$ cat src/rtl/eth_mac_pkg.sv
// Shared Ethernet MAC definitions: XGMII control codes, frame delimiters, CRC-32 constants,
// the RX MAC state enum and the AXI-stream beat payload.
package eth_mac_pkg;

    localparam int unsigned CNT_W = 16;

    localparam logic [7:0]  XGMII_START   = 8'hFB;
    localparam logic [7:0]  XGMII_TERM    = 8'hFD;
    localparam logic [7:0]  XGMII_IDLE    = 8'h07;
    localparam logic [7:0]  XGMII_ERROR   = 8'hFE;
    localparam logic [7:0]  ETH_HDR       = 8'h55;
    localparam logic [7:0]  ETH_SFD       = 8'hD5;
    localparam logic [31:0] CRC32_POLY    = 32'hEDB88320;
    localparam logic [31:0] CRC32_RESIDUE = 32'hDEBB20E3;

    typedef enum logic [2:0] {
        IDLE,
        PREAMBLE,
        DATA,
        LAST,
        DROP
    } rx_state_t;

    typedef struct packed {
        logic [31:0] tdata;
        logic [3:0]  tkeep;
        logic        tlast;
        logic        tuser;
    } axis_beat_t;

    // Byte counter add that sticks at all-ones instead of wrapping.
    function automatic logic [CNT_W-1:0] sat_add(input logic [CNT_W-1:0] a, input logic [2:0] b);
        logic [CNT_W:0] s;
        s = {1'b0, a} + (CNT_W+1)'(b);
        return s[CNT_W] ? {CNT_W{1'b1}} : s[CNT_W-1:0];
    endfunction

endpackage

$ cat src/rtl/crc32_d32.sv
// Combinational reflected CRC-32 step over up to four bytes, lane0 first; lanes with keep=0 are skipped.
module crc32_d32
    import eth_mac_pkg::*;
(
    input  logic [31:0] crc_i,
    input  logic [31:0] data_i,
    input  logic [3:0]  keep_i,
    output logic [31:0] crc_o
);

    logic [31:0] crc_c;

    always_comb begin
        crc_c = crc_i;
        for (int b = 0; b < 4; b++) begin
            if (keep_i[b]) begin
                for (int i = 0; i < 8; i++) begin
                    crc_c = (crc_c >> 1) ^ (CRC32_POLY & {32{crc_c[0] ^ data_i[8*b+i]}});
                end
            end
        end
        crc_o = crc_c;
    end

endmodule

$ cat src/rtl/rx_mac.sv
// Receive MAC: XGMII start/preamble/SFD detection, frame forwarding to AXI-stream with byte enables,
// length/XGMII error flagging on tlast. Optional FCS check under `RX_MAC_CRC_CHECK_EN`.
module rx_mac
    import eth_mac_pkg::*;
#(
    parameter int unsigned XGMII_DATA_WIDTH = 32,
    parameter int unsigned XGMII_CTRL_WIDTH = 4,
    parameter int unsigned MIN_FRAME_BYTES  = 64,
    parameter int unsigned MAX_FRAME_BYTES  = 1518
) (
    input  logic                        i_clk,
    input  logic                        i_resent_n,
    input  logic [XGMII_DATA_WIDTH-1:0] i_xgmii_rxd,
    input  logic [XGMII_CTRL_WIDTH-1:0] i_xgmii_ctrl,
    input  logic                        i_xgmii_valid,
    output logic [XGMII_DATA_WIDTH-1:0] m_axis_tdata,
    output logic [XGMII_CTRL_WIDTH-1:0] m_axis_tkeep,
    output logic                        m_axis_tvalid,
    output logic                        m_axis_tlast,
    output logic                        m_axis_tuser
);

    rx_state_t        state_q, state_d;
    logic [31:0]      hold_q, hold_d;
    logic [3:0]       keep_q, keep_d;
    logic             hold_vld_q, hold_vld_d;
    logic [CNT_W-1:0] cnt_q, cnt_d;
    axis_beat_t       beat_q, beat_d;

    logic [1:0]  low_lane_c;
    logic        term_c;
    logic [3:0]  term_keep_c;
    logic [31:0] term_data_c;
    logic        start_c;
    logic        start_ok_c;
    logic        sfd_ok_c;
    logic        idle_c;
    logic        len_err_c;
    logic        crc_bad_c;

    // Word classification; the lowest lane carrying a control bit decides what a control word is.
    always_comb begin
        low_lane_c  = 2'd0;
        term_keep_c = 4'b0000;
        term_data_c = 32'h0;
        for (int l = 3; l >= 0; l--) begin
            if (i_xgmii_ctrl[l]) low_lane_c = 2'(l);
        end
        term_c = (|i_xgmii_ctrl) && (i_xgmii_rxd[8*low_lane_c +: 8] == XGMII_TERM);
        for (int l = 0; l < 4; l++) begin
            if (2'(l) < low_lane_c) begin
                term_keep_c[l]        = 1'b1;
                term_data_c[8*l +: 8] = i_xgmii_rxd[8*l +: 8];
            end
        end
        start_c    = (i_xgmii_ctrl == 4'b0001) && (i_xgmii_rxd[7:0] == XGMII_START);
        start_ok_c = start_c && (i_xgmii_rxd[31:8] == {3{ETH_HDR}});
        sfd_ok_c   = (i_xgmii_ctrl == 4'b0000) && (i_xgmii_rxd == {ETH_SFD, {3{ETH_HDR}}});
        idle_c     = (i_xgmii_ctrl == 4'b1111) && (i_xgmii_rxd == {4{XGMII_IDLE}});
    end

    assign len_err_c = (cnt_q < CNT_W'(MIN_FRAME_BYTES)) || (cnt_q > CNT_W'(MAX_FRAME_BYTES));

`ifdef RX_MAC_CRC_CHECK_EN
    logic [31:0] crc_q, crc_d, crc_step_c;
    logic [3:0]  crc_keep_c;

    assign crc_keep_c = term_c ? term_keep_c : 4'hF;

    crc32_d32 u_crc (
        .crc_i  (crc_q),
        .data_i (i_xgmii_rxd),
        .keep_i (crc_keep_c),
        .crc_o  (crc_step_c)
    );

    // CRC follows the bytes loaded into the hold register, so at tlast it already covers the FCS.
    always_comb begin
        crc_d = crc_q;
        if (i_xgmii_valid && state_q == PREAMBLE && sfd_ok_c) begin
            crc_d = 32'hFFFF_FFFF;
        end else if (i_xgmii_valid && state_q == DATA &&
                     (i_xgmii_ctrl == 4'b0000 || (term_c && low_lane_c != 2'd0))) begin
            crc_d = crc_step_c;
        end
    end

    always_ff @(posedge i_clk or negedge i_resent_n) begin
        if (!i_resent_n) crc_q <= 32'hFFFF_FFFF;
        else             crc_q <= crc_d;
    end

    assign crc_bad_c = (crc_q != CRC32_RESIDUE);
`else
    assign crc_bad_c = 1'b0;
`endif

    always_comb begin
        state_d    = state_q;
        hold_d     = hold_q;
        keep_d     = keep_q;
        hold_vld_d = hold_vld_q;
        cnt_d      = cnt_q;
        beat_d     = '0;

        case (state_q)
            IDLE: begin
                if (i_xgmii_valid) begin
                    if (start_ok_c)   state_d = PREAMBLE;
                    else if (start_c) state_d = DROP;
                end
            end

            PREAMBLE: begin
                if (i_xgmii_valid) begin
                    if (sfd_ok_c) begin
                        state_d    = DATA;
                        cnt_d      = '0;
                        hold_vld_d = 1'b0;
                    end else begin
                        state_d = DROP;
                    end
                end
            end

            DATA: begin
                if (i_xgmii_valid) begin
                    if (i_xgmii_ctrl == 4'b0000) begin
                        if (hold_vld_q) beat_d = '{tdata: hold_q, tkeep: keep_q, tlast: 1'b0, tuser: 1'b0};
                        hold_d     = i_xgmii_rxd;
                        keep_d     = 4'hF;
                        hold_vld_d = 1'b1;
                        cnt_d      = sat_add(cnt_q, 3'd4);
                    end else if (term_c && low_lane_c == 2'd0) begin
                        if (hold_vld_q) beat_d = '{tdata: hold_q, tkeep: keep_q, tlast: 1'b1,
                                                   tuser: len_err_c | crc_bad_c};
                        hold_vld_d = 1'b0;
                        state_d    = IDLE;
                    end else if (term_c) begin
                        if (hold_vld_q) beat_d = '{tdata: hold_q, tkeep: keep_q, tlast: 1'b0, tuser: 1'b0};
                        hold_d     = term_data_c;
                        keep_d     = term_keep_c;
                        hold_vld_d = 1'b1;
                        cnt_d      = sat_add(cnt_q, 3'(low_lane_c));
                        state_d    = LAST;
                    end else begin
                        // Error or unexpected control: close what was held as a bad frame.
                        if (hold_vld_q) beat_d = '{tdata: hold_q, tkeep: keep_q, tlast: 1'b1, tuser: 1'b1};
                        hold_vld_d = 1'b0;
                        state_d    = start_ok_c ? PREAMBLE : DROP;
                    end
                end
            end

            LAST: begin
                beat_d     = '{tdata: hold_q, tkeep: keep_q, tlast: 1'b1, tuser: len_err_c | crc_bad_c};
                hold_vld_d = 1'b0;
                state_d    = IDLE;
            end

            DROP: begin
                if (i_xgmii_valid && (term_c || idle_c)) state_d = IDLE;
            end

            default: state_d = IDLE;
        endcase
    end

    always_ff @(posedge i_clk or negedge i_resent_n) begin
        if (!i_resent_n) begin
            state_q    <= IDLE;
            hold_q     <= '0;
            keep_q     <= '0;
            hold_vld_q <= 1'b0;
            cnt_q      <= '0;
            beat_q     <= '0;
        end else begin
            state_q    <= state_d;
            hold_q     <= hold_d;
            keep_q     <= keep_d;
            hold_vld_q <= hold_vld_d;
            cnt_q      <= cnt_d;
            beat_q     <= beat_d;
        end
    end

    assign m_axis_tdata  = beat_q.tdata;
    assign m_axis_tkeep  = beat_q.tkeep;
    assign m_axis_tvalid = beat_q.tkeep != 4'b0000;
    assign m_axis_tlast  = beat_q.tlast;
    assign m_axis_tuser  = beat_q.tuser;

endmodule

$ cat config.mk
export PLATFORM = sky130hd
export DESIGN_NAME = rx_mac
export DESIGN_NICKNAME = d
export VERILOG_FILES = /design/src/rtl/eth_mac_pkg.sv /design/src/rtl/crc32_d32.sv /design/src/rtl/rx_mac.sv
export SDC_FILE = /design/constraint.sdc
export NUM_CORES = 1
export LEC_CHECK = 0
export ABC_AREA = 1
export CAP_MARGIN = 20
export CORE_MARGIN = 4
export CORE_UTILIZATION = 49
export CTS_CLUSTER_SIZE = 20
export DETAILED_ROUTE_END_ITERATION = 10
export PLACE_DENSITY = 0.77
export SLEW_MARGIN = 0
export SYNTH_ARGS = -nofsm -noshare
export SYNTH_HDL_FRONTEND = slang
export SYNTH_HIERARCHICAL = 1
export SYNTH_SLANG_ARGS = --single-unit
export TNS_END_PERCENT = 1
$ cat constraint.sdc
create_clock -name i_clk -period 1.81 [get_ports i_clk]
set_input_delay 0.362 -clock i_clk [delete_from_list [all_inputs] [get_ports i_clk]]
set_output_delay 0.362 -clock i_clk [all_outputs]
set_load 0.05 [all_outputs]
==> impl_results.md <==
- Pleak: approximately 3.6 nW
- RR Startpoint: cnt_q[3]$_DFFE_PN0P_
- Gr ovfl total: 0
- Syn Std Cell Area: ~4900 µm²
- Initial antenna violation count: 0
- RSZ-0062 raised after global routing: yes
- Area share of the largest cell type after synthesis: 47.6%
- Final slew viol count: 0
- Layout Utilization: between 70% and 80%
- Synth Warn #: 6
- Core Footprint: between 9000 and 10000 µm²
- Final setup fails: 1
- Final HPWL DP: 10800 µm
- Global placement routability congestion: between 0.9 and 1
- # diodes: 0
- Number of max-cap violations: 0
- Synth cell types: 44
- Met3 usage: 5.19%
- Worst R2R End: cnt_q[7]$_DFFE_PN0P_
- Area after DPL: roughly 6500 µm²
- DRC errors left: 0
- Rel. slew slack: between 70% and 80%
- Max VDD drop: approximately 0.00048 V
- DR iter-0 viols: about 240
- Largest net degree at the start of global routing: 37
- Type of destination of the critical path: output pin
- Die width: roughly 110 µm
- Fin nets: between 800 and 900
- Vias in the first global route: slightly below 5k
- Boundary Pins: 78
- Pwr dens: 577 nW/µm²
- CP Data Arrival Time: 1470 ps
- Die area: approximately 12000 µm²
- CTS H-tree lvls: 3
- Worst-path maximum fanout: 2
- Fraction of registers with async set/reset: 100%
- Worst Hold Slack: about 340 ps
- Die Y: 108 µm
- R2r worst-path depth: 10
- Worst hold path class: in2reg
- Hold Violations, Final: 0
- Worst slew pin tran: between 400 and 500 ps
- Synth area leaders: dfrtp_1 48%, nand2_1 13%, inv_1 7.1%
- Crit Path Category: reg2out
- Initial Util: between 50% and 60%
- Final Cycle Share: 101%
- Root Driver: clkbuf_8
- Fmax: around 550 MHz
- Synth Instances: between 600 and 700
- Port bufs: 77
- 1st-pass router iterations: 6
- GR peak layer: met2
- Setup ws final: -17.5 ps
- Hold Path End: hold_q[11]$_DFFE_PN0P_
- Data required time of the worst path: 1450 ps
- Status: complete, but fails checks
- Cell family with most CP delay: simple AND/OR/NAND/NOR gates
- Routed Antenna Nets: 0
- Critical path buffers and inverters: 1
- Synth Area per Inst: 7.74 µm²
- Syn-to-layout area delta: 45.3%
- Failing checks: negative setup slack
- Worst reg-to-reg setup slack: around 10 ps
- Crit path launch type: register
- Vias per cell: roughly 5.2
- Number of flops mapped to enable cells by yosys: 0
- Synth area leader: dfrtp_1
- Clk_lat worst skew: 380 ps
- Fraction of layout cells with a size suffix above 1: between 30 and 40%
- CTS sink count: 94
- Routed vias: ~5.0k
- Clock Pin Slew Worst Setup and Hold Paths: about 90 ps
- Synthesized net count: between 600 and 700
- Met2 Usage GRT: about 45%
- CP max stage delay: 540 ps
- First-pass GRT wire length: between 20000 and 25000 µm
- CTS tree: done
- Row count: 36
- DR WL/cell: roughly 16 µm
- Max clock buf depth: 2
- Post-synthesis register bit count: between 90 and 100
- GRT Resource Usage Total: around a quarter
- Post-Route Skew: 9.01 ps
- Post-Route WL: 15200 µm
- Worst Hold Path Cells: 3
- Fill count: a little over 700
- Primary FF master, synth: dfrtp_1
- Worst Hold Launch: i_xgmii_rxd[11]
- Slowest-stage cell, CP: or4_4
- Sequential element share of the synthesized area: 47.6%
- Crit-path cells: or4_4, buf_8
- Cts bufs inserted: 9
- Final instance area: just over 7000 µm²
- Met1 usage: 34.2%
- Final min period: 1830 ps
[kinds of logic (layout without fill, tap and decap cells)]
group                    Yosys count  in the layout  share of synthesized area (%)
buffers and inverters            114            306                           9.35
AND/OR/NAND/NOR                  333            336                           30.5
flip-flops                        94             94                           47.6
XOR/XNOR                          18             18                           3.19
AO/OA/AOI/OAI                     75             75                           8.16
adder cells (fa/ha/maj)            4              4                           1.17
[routing by layer]
metal | part of all wire [%] | up-vias
met5 | 0 | -
li1 | - | 2398
met4 | 2.6 | 0
met3 | 6.2 | 33
met1 | 41 | 2362
met2 | 51 | 191
[cell usage in the layout (no fill, tap or decap), types with 2 or more instances in the layout]
cell type	netlist	layout
dlymetal6s2s_1	0	17
inv_2	6	10
nor3b_1	2	2
a21oi_1	6	3
buf_4	2	143
a21oi_2	0	2
nor2_1	76	62
nand3_4	2	6
nor4_1	4	2
buf_12	0	7
inv_1	93	87
xor2_1	17	17
nand4_1	12	12
dlygate4sd2_1	0	14
nand2_1	169	157
nor2_4	2	7
clkbuf_8	0	9
dfrtp_1	94	93
nand3_2	1	3
o21ai_0	23	14
o211ai_1	3	3
inv_8	0	2
nand3b_1	2	2
nand2_2	2	13
or2_2	3	2
nand2_4	2	3
nor3_4	1	4
nand3_1	34	31
buf_6	3	2
nor3_1	12	8
o22ai_1	3	2
nor2_2	2	11
nor3_2	2	3
ha_2	0	2
o21ai_2	0	2
clkinvlp_4	0	4
o21ai_1	35	41
clkbuf_2	0	4
[worst reg2reg max path, cell delays in order (launching register included)]
cell and delay (ps):
dfrtp_1 380, ha_2 200, nand2_2 80, nor2_4 130, nand2_2 90, nor3_4 240
nand2_1 90, nand2_2 130, buf_4 170, o21ai_0 80, o21ai_1 130
[metrics by stage]
stage                     setup TNS (ps)  setup WS (ps)  power, mW  std cells
after detailed placement          -36790           -749       2.66        935
after global placement            -35640           -694       2.66        935
final                              -17.5          -17.5       4.14        966
after CTS                          -12.6          -6.83       4.14        961
after global routing               -1160          -91.0       4.31        966
after floorplan                    -4.67          -2.45       2.35        638
[flip-flops by register name, summed over array words and instances, names as in the netlist]
signal	count
m_axis_tlast	1
m_axis_tuser	1
state_q	3
hold_vld_q	1
cnt_q	16
hold_q	32
m_axis_tdata	32
keep_q	4
m_axis_tkeep	4
[how the worst max path moves through the flow]
stage	from	endpoint	slack, ps	cells after the start
floorplan	i_xgmii_ctrl[0]	cnt_q[11]$_DFFE_PN0P_	-2	10
global placement	i_xgmii_ctrl[0]	cnt_q[2]$_DFFE_PN0P_	-690	13
detailed placement	i_xgmii_ctrl[3]	cnt_q[11]$_DFFE_PN0P_	-750	12
CTS	m_axis_tkeep[1]$_DFF_PN0_	m_axis_tvalid	-7	2
global route	cnt_q[2]$_DFFE_PN0P_	cnt_q[4]$_DFFE_PN0P_	-90	10
finish	m_axis_tkeep[3]$_DFF_PN0_	m_axis_tvalid	-20	2
[synthesized netlist by cell type, types with 6 or more instances]
cell / number
a21oi_1: 6
clkbuf_1: 6
dfrtp_1: 94
inv_1: 93
inv_2: 6
nand2_1: 169
nand3_1: 34
nand4_1: 12
nor2_1: 76
nor3_1: 12
o21ai_0: 23
o21ai_1: 35
xor2_1: 17
[report_power, final]
group          internal [mW]  leakage (nW)  total (mW)  switching, mW
sequential              2.12          1.30        2.13         0.0167
clock                  0.657        0.0915        1.47          0.818
combinational          0.236          2.22       0.530          0.295
[layout make-up]
type | count | area, µm² | area share, %
Timing Repair Buffer | 191 | 1640 | 22.8
Clock buffer | 9 | 124 | 1.73
Tap cell | 133 | 166 | 2.32
Multi-Input combinational cell | 433 | 2430 | 33.9
Inverter | 99 | 379 | 5.28
Sequential cell | 94 | 2350 | 32.8
Clock inverter | 7 | 82.6 | 1.15
[what timing repair did]
action / CTS / global route
setup buffers: 6 / 4
gates cloned: 3 / 1
hold buffers: 1 / 0
endpoints found under the setup margin: 59 / 73
hold endpoints to repair: 22 / 0
resized for setup: 58 / 73
pin swaps: 19 / 29
Power figures use the tool's default switching activity.
